`config.mk`:
```
export PLATFORM = sky130hd
export DESIGN_NAME = cdb_arbiter
export DESIGN_NICKNAME = d
export VERILOG_FILES = /design/src/rtl/cdb_arbiter_pkg.sv /design/src/rtl/cdb_arbiter_rr_pick.sv /design/src/rtl/cdb_arbiter.sv
export SDC_FILE = /design/constraint.sdc
export NUM_CORES = 1
export LEC_CHECK = 0
export CORE_ASPECT_RATIO = 1.2
export CORE_MARGIN = 2
export CORE_UTILIZATION = 42
export CTS_BUF_LIST = sky130_fd_sc_hd__clkbuf_4 sky130_fd_sc_hd__clkbuf_8 sky130_fd_sc_hd__clkbuf_16
export DETAILED_ROUTE_END_ITERATION = 16
export MAX_ROUTING_LAYER = met4
export PLACE_DENSITY = 0.95
export SYNTH_ARGS = -nofsm -noshare
export SYNTH_HDL_FRONTEND = slang
export SYNTH_SLANG_ARGS = --single-unit
```
`constraint.sdc`:
```
create_clock -name clk -period 13 [get_ports clk]
set_input_delay 3.9 -clock clk [delete_from_list [all_inputs] [get_ports clk]]
set_output_delay 3.9 -clock clk [all_outputs]
set_load 0.01 [all_outputs]
```
`src/rtl/cdb_arbiter_pkg.sv`:
```
// Shared definitions for the CDB arbiter slice: unit indices, unit state
// encodings and the modulo pointer increment.
package cdb_arbiter_pkg;

  localparam int U_ADD = 0;
  localparam int U_MUL = 1;
  localparam int U_DIV = 2;
  localparam int U_LD  = 3;

  typedef enum logic [0:0] {
    S_IDLE    = 1'b0,
    S_WORKING = 1'b1
  } unit_state_e;

  // Explicit wrap so a non-power-of-two unit count never yields an index >= n.
  function automatic int wrap_inc(input int idx, input int n);
    return (idx + 1 >= n) ? 0 : idx + 1;
  endfunction

endpackage

```
`src/rtl/cdb_arbiter_rr_pick.sv`:
```
// Round-robin pick: first requesting index at or after ptr, scanning modulo
// NREQ. Pure combinational function of the request vector and the pointer.
module rr_pick #(
  parameter int NREQ = 4,
  parameter int PW   = 2
) (
  input  logic [NREQ-1:0] req_valid,
  input  logic [PW-1:0]   ptr,
  output logic [NREQ-1:0] grant,
  output logic [PW-1:0]   winner,
  output logic            any_grant
);

  logic [PW-1:0] idx_s;
  logic          hit_s;
  int            pos_s;

  // Scan from the pointer; the first hit locks out every later candidate.
  always_comb begin
    grant     = '0;
    winner    = '0;
    any_grant = 1'b0;
    idx_s     = '0;
    hit_s     = 1'b0;
    pos_s     = 0;
    for (int k = 0; k < NREQ; k++) begin
      pos_s        = int'(ptr) + k;
      pos_s        = (pos_s >= NREQ) ? (pos_s - NREQ) : pos_s;
      idx_s        = PW'(pos_s);
      hit_s        = !any_grant && req_valid[idx_s];
      grant[idx_s] = grant[idx_s] | hit_s;
      winner       = hit_s ? idx_s : winner;
      any_grant    = any_grant | hit_s;
    end
  end

endmodule

```
`src/rtl/cdb_arbiter.sv`:
```
// Common Data Bus arbiter: combinational round-robin accept to the functional
// units, registered one-cycle broadcast of the accepted result.
module cdb_arbiter
  import cdb_arbiter_pkg::*;
#(
  parameter int NREQ   = 4,
  parameter int DATA_W = 32,
  parameter int TAG_W  = 5,
  localparam int PW    = (NREQ > 1) ? $clog2(NREQ) : 1
) (
  input  logic                   clk,
  input  logic                   nRST,
  input  logic [NREQ-1:0]        reqValid,
  input  logic [NREQ*DATA_W-1:0] reqData,
  input  logic [NREQ*TAG_W-1:0]  reqTag,
  output logic [NREQ-1:0]        resultAC,
  output logic                   cdbValid,
  output logic [DATA_W-1:0]      cdbData,
  output logic [TAG_W-1:0]       cdbTag,
  output logic [PW-1:0]          cdbSrc
);

  logic [PW-1:0]     ptr_r;
  logic [PW-1:0]     winner_s;
  logic [PW-1:0]     ptr_next_s;
  logic [NREQ-1:0]   grant_s;
  logic              any_s;
  logic [DATA_W-1:0] win_data_s;
  logic [TAG_W-1:0]  win_tag_s;

  rr_pick #(
    .NREQ (NREQ),
    .PW   (PW)
  ) u_pick (
    .req_valid (reqValid),
    .ptr       (ptr_r),
    .grant     (grant_s),
    .winner    (winner_s),
    .any_grant (any_s)
  );

  // Accept is suppressed while reset is held so no unit retires into a dead bus.
  assign resultAC   = nRST ? grant_s : '0;
  assign ptr_next_s = PW'(wrap_inc(int'(winner_s), NREQ));

  // One-hot AND-OR mux keeps data/tag out of the accept path.
  always_comb begin
    win_data_s = '0;
    win_tag_s  = '0;
    for (int i = 0; i < NREQ; i++) begin
      win_data_s = win_data_s | (grant_s[i] ? reqData[i*DATA_W +: DATA_W] : '0);
      win_tag_s  = win_tag_s  | (grant_s[i] ? reqTag[i*TAG_W +: TAG_W]    : '0);
    end
  end

  // Pointer and broadcast registers; payload holds on idle cycles.
  always_ff @(posedge clk or negedge nRST) begin
    if (!nRST) begin
      ptr_r    <= '0;
      cdbValid <= 1'b0;
      cdbData  <= '0;
      cdbTag   <= '0;
      cdbSrc   <= '0;
    end else if (any_s) begin
      ptr_r    <= ptr_next_s;
      cdbValid <= 1'b1;
      cdbData  <= win_data_s;
      cdbTag   <= win_tag_s;
      cdbSrc   <= winner_s;
    end else begin
      cdbValid <= 1'b0;
    end
  end

endmodule
```
* Word-level counts from Yosys, hierarchy flattened
Index checks and enable logic that the tools add are counted.
** Cells by class
- Order comparisons :: 13
- Shift operators :: 0
- Bitwise gates (word level) :: 14
- Equal/unequal tests :: 0
- Add/subtract/negate cells :: 8
- $mul :: 0
- Reduce and logical (&&, ||, !) cells :: 10
- Div/mod/pow operators :: 0
- Muxes and demuxes :: 46
** Operators by type and width (number)
- 32-bit two-way mux :: 4
- 32-bit OR :: 3
- 5-bit two-way mux :: 4
- 2-bit two-way mux :: 9
- 1-bit binary-select mux with 2-bit select :: 8
- 5-bit OR :: 3
- 1-bit two-way mux :: 13
- 4-bit bitwise mux :: 3
- 3-bit >= comparator (second input constant) :: 4
- 2-bit by 3-bit < comparator with 1-bit output (second input constant) :: 4
- 1-bit demux with 2-bit select :: 4
- 2-bit by 1-bit >= comparator with 1-bit output (second input constant) :: 4
- 2-bit by 1-bit subtractor with 2-bit output (second input constant) :: 4
- 1-bit logical AND :: 7
- 1-bit OR :: 7
- 2-bit by 1-bit adder with 3-bit output (second input constant) :: 2
- 2-bit by 2-bit adder with 3-bit output (second input constant) :: 2
- 4-bit bitwise AND :: 1
- 4-bit two-way mux :: 1
- 2-bit by 3-bit >= comparator with 1-bit output (second input constant) :: 1
- 1-bit logical NOT :: 3
** Word-level totals
- Word-level logic and storage cells :: 96
- Register bits :: 42
- Bits of input ports :: 154
- Output and inout port bits :: 44
- Memories kept :: 0
- Latch bits :: 0
- Bits in writable memories :: 0
- ROM bits :: 0

* Depth between registers and ports, before layout
- Depth after elaboration :: 23
- Depth in mapped cells :: 13

* Cells and area by module
From an unflattened synthesis, not the netlist that was laid out.
** Second synthesis, totals
- Cell total of the unflattened synthesis :: 304
- Area, all modules :: 2911.5 µm²
** By module, submodules not included
- cdb_arbiter :: area an instance 2250.9 µm², instances 1, cells an instance 225, sequential area each 1051.0 µm²
- rr_pick :: area an instance 660.6 µm², instances 1, cells an instance 79, sequential area each 0.0 µm²

* Worst setup path before layout
No wires, ideal clock.
- Path type :: input port to output port
- Start point :: input reqValid[3]
- End point :: output resultAC[1]
- Buffers on the path :: 2
- Arrival time :: 6.279 ns
- Setup slack :: 2.821 ns
- Cell stages on the path :: 9
- Required time :: 9.100 ns
- Cells stage by stage :: mux4_2 -> nor3b_2 -> nor3_1 -> a22oi_4 -> a41oi_2 -> o32ai_2 -> buf_4 -> buf_4 -> and2_1
** Between the ends
- Word-level cells in the longest chain between the ends :: 17
** RTL lines
- start: declaration :: RTL line cdb_arbiter.sv:13 : input logic [NREQ-1:0] reqValid,
- 1-bit binary-select mux with 2-bit select :: RTL line cdb_arbiter_rr_pick.sv:30 : hit_s = !any_grant && req_valid[idx_s];
- 1-bit two-way mux (implied by the code) :: RTL line cdb_arbiter_rr_pick.sv:30
- 1-bit OR :: RTL line cdb_arbiter_rr_pick.sv:31 : grant[idx_s] = grant[idx_s] | hit_s;
- 4-bit bitwise AND (no line)
- 1-bit binary-select mux with 2-bit select :: RTL line cdb_arbiter_rr_pick.sv:31
- 1-bit two-way mux (implied by the code) :: RTL line cdb_arbiter_rr_pick.sv:31
- 1-bit OR :: RTL line cdb_arbiter_rr_pick.sv:31
- 4-bit bitwise mux :: RTL line cdb_arbiter_rr_pick.sv:31
- 1-bit binary-select mux with 2-bit select :: RTL line cdb_arbiter_rr_pick.sv:31
- 1-bit two-way mux (implied by the code) :: RTL line cdb_arbiter_rr_pick.sv:31
- 1-bit OR :: RTL line cdb_arbiter_rr_pick.sv:31
- 4-bit bitwise mux :: RTL line cdb_arbiter_rr_pick.sv:31
- 1-bit binary-select mux with 2-bit select :: RTL line cdb_arbiter_rr_pick.sv:31
- 1-bit two-way mux (implied by the code) :: RTL line cdb_arbiter_rr_pick.sv:31
- 1-bit OR :: RTL line cdb_arbiter_rr_pick.sv:31
- 4-bit bitwise mux (*) :: RTL line cdb_arbiter_rr_pick.sv:31
- 4-bit two-way mux (*) :: RTL line cdb_arbiter.sv:43 : assign resultAC = nRST ? grant_s : '0;
- end: declaration :: RTL line cdb_arbiter.sv:16 : output logic [NREQ-1:0] resultAC,
Every way passes the cells marked *; elsewhere a longest branch is shown, timed or not. The select of a mux whose other input is x is not followed.

* Worst setup path after layout
- Start point :: input reqValid[3]
- End point :: output resultAC[0]
The elaborated chain is that of the path after synthesis.

==> impl_metrics.tcl <==
set metrics [dict create \
    met2_usage 0.522 \
    cts_buffer_depth 2 \
    busiest_layer "met2" \
    io_pins 198 \
    place_congestion 0.984 \
    ys_seq_area_frac 0.310 \
    grt_usage 0.301 \
    period_share 0.910 \
    antenna_found_initial 0 \
    slew_headroom 0.155 \
    synth-edff-count 0 \
    ir_drop_mv 0.198 \
    cts-root-buf "clkbuf_8" \
    crit_path_end_kind "output port" \
    die_y_um 102 \
    seqPwrFrac 0.159 \
    grt_setup_unrepaired "false" \
    synthesis.area_sq_mm 0.00339 \
    antenna_left 0 \
    fin_total_pwr_mw 1.69 \
    worstSetupStartpointType "input pin" \
    wl_per_cell_um 20.9 \
    fin_tns_setup_ps 0 \
    avgSynthCellArea_sq_um 9.27 \
    htreeDepth 2 \
    rows 35 \
    arrival_ps 7930 \
    drt-pass1-iter-count 5 \
    grt_max_degree 67 \
    synth.area.top_cells "dfrtp_1, a32oi_1, nand3_1" \
    clock-skew-final_ps 5.79 \
    setup_viol 0 \
    syn2layout_area_growth_pct 61.3 \
    hp-class "reg2reg" \
    globalRouteMet3Util 0.0517 \
    yosysWarnings 0 \
    drtIter0Drc 290 \
    layout-drive-gt1-share 0.0759 \
    drv_slew 0 \
    powerDensity_mw_per_mm2 309 \
    die_w_um 86.1 \
    grt_pass1_vias 4096 \
    synth_ff_type "dfrtp_1" \
    drt-total-wl_mm 13.2 \
    critPathKind "in2out" \
    nNetsFinal 701 \
    grt-ovfl-total 0 \
    ys_ff_latch 42 \
    start_util 0.438 \
    min_period_ps 11830 \
    intPower_uw 820 \
    clk-insertion-delay-late_ps 300 \
    p_comb_frac 0.776 \
    cts.sinks 42 \
    cp_max_fo 13 \
    clkPwrFrac 0.065 \
    post-route-util 0.706 \
    synth.most_common_cell "nand3_1" \
    cts-buffers-inserted 5 \
    met1_usage 0.338 \
    cts_resized 0 \
    cp.required_ps 9100 \
    cts_tree "done" \
    async_flop_share 1.00 \
    core_area_sq_mm 0.00775 \
    sw_frac_of_total 0.515 \
    die_area_sq_mm 0.00882 \
    clk_pin_slew_ps 90 \
    synth_top_cell_area_share 0.310 \
    total_leakage_power_nw 2.01 \
    route.detailed.drc 0 \
    maxCapViolations 0 \
    fmax_ghz 0.0845 \
    synth_top_area_cell "dfrtp_1" \
    final_cell_area_sq_mm 0.00547 \
    nFillCells 592 \
    dpl_cell_area_sq_mm 0.00536 \
    worstMarginPinSlew_ps 1270 \
    status "completed" \
    yosysUniqueCellTypes 52 \
    cts_hold_buf 0 \
    power_switching_uw 872 \
    dr_total_vias 4025 \
    dp_hpwl_mm 9.51 \
    synthesis.nets 528 \
    netlist_instances 366 \
    port_buffers 197 \
    post_cts_buffers 0 \
    synth_commonest_cells "nand3_1, dfrtp_1, a32oi_1, nand2b_1" \
    hold_viol 0 \
    vias_per_cell 6.37 \
    diodes 0 \
    grt_pass1_wl_mm 20.2 \
]
==> cells by family after synthesis <==
group	after synthesis	share of synthesized area
fa+ha+maj	8	0.0295
xor+xnor	2	0.00516
simple gates	136	0.210
mux	12	0.0564
buf+inv	45	0.0693
flops	42	0.310
compound gates	121	0.320
==> power by group through the flow <==
stage | clock network (mW) | logic, mW | registers (mW)
6_report | 0.110 | 1.31 | 0.269
5_1_grt | 0.116 | 1.42 | 0.277
4_1_cts | 0.112 | 1.31 | 0.269
3_5_place_dp | 0 | 1.31 | 0.270
3_3_place_gp | 0 | 1.26 | 0.265
2_1_floorplan | 0 | 0.880 | 0.279
==> sequential cells by signal, summed over array words and instances (netlist names), named ones only <==
signal    flops
cdbData      32
cdbSrc        2
cdbTag        5
cdbValid      1
ptr_r         1
==> metrics by stage <==
| step | hold WS [ps] | setup slack (ps) | instances |
|---|---|---|---|
| finish | 492 | 1170 | 632 |
| detailed placement | 472 | 1180 | 624 |
| global placement | 473 | 1340 | 624 |
| floorplan | 515 | 2820 | 366 |
| CTS | 496 | 1170 | 632 |
| global route | 513 | 916 | 632 |
==> critical path, cell delays in order <==
cell	delay, ps
clkdlybuf4s50_1	510
mux4_2	690
nor3b_2	500
nor3_1	140
a22oi_4	330
a41oi_2	330
o221ai_2	700
and3_1	250
clkdlybuf4s50_1	560
==> placed cells by master (no fill, tap or decap), types with 3 or more instances in the layout <==
cell               n
nand3_1           64
a32oi_1           37
o2111ai_1         25
clkbuf_8           5
clkdlybuf4s50_1  196
ha_1               8
mux4_2             5
mux2i_1            3
inv_1              5
a31oi_1           25
mux2_2             3
nor2_1            20
dfrtp_1           42
nand2_1            7
and3_1             3
a22oi_1            3
buf_4              7
a21o_1             4
nand2b_1          28
o21ai_0            3
nor2b_1            4
==> cell type report <==
cell class | instances | area, sq um | share of cell area
Clock buffer | 7 | 83.8 | 0.0153
Timing Repair Buffer | 204 | 2020 | 0.369
Tap cell | 92 | 115 | 0.0210
Clock inverter | 1 | 30.0 | 0.00549
Sequential cell | 42 | 1050 | 0.192
Multi-Input combinational cell | 279 | 2150 | 0.392
Inverter | 7 | 26.3 | 0.00480
==> path summary, 6_finish.rpt <==
kind / startpoint / endpoint / slack [ps] / cells past startpoint
max: reqValid[3] / resultAC[0] / 1170 / 9
min in group asynchronous: nRST / cdbData[20]$_DFFE_PN0P_ / 3670 / 2
max reg2reg: register / cdbData[16]$_DFFE_PN0P_ / 7410 / 10
max in group asynchronous: nRST / cdbData[15]$_DFFE_PN0P_ / 8940 / 2
min: cdbSrc[1]$_DFFE_PN0P_ / cdbSrc[1]$_DFFE_PN0P_ / 490 / 2
min reg2reg: cdbSrc[1]$_DFFE_PN0P_ / cdbSrc[1]$_DFFE_PN0P_ / 490 / 2
==> layer usage <==
metal	wire, um	vias to the layer above
met1	4820	1942
met4	451	0
met2	7010	235
met3	923	34
li1	-	1814
met5	0	-
Power figures use the tool's default switching activity.
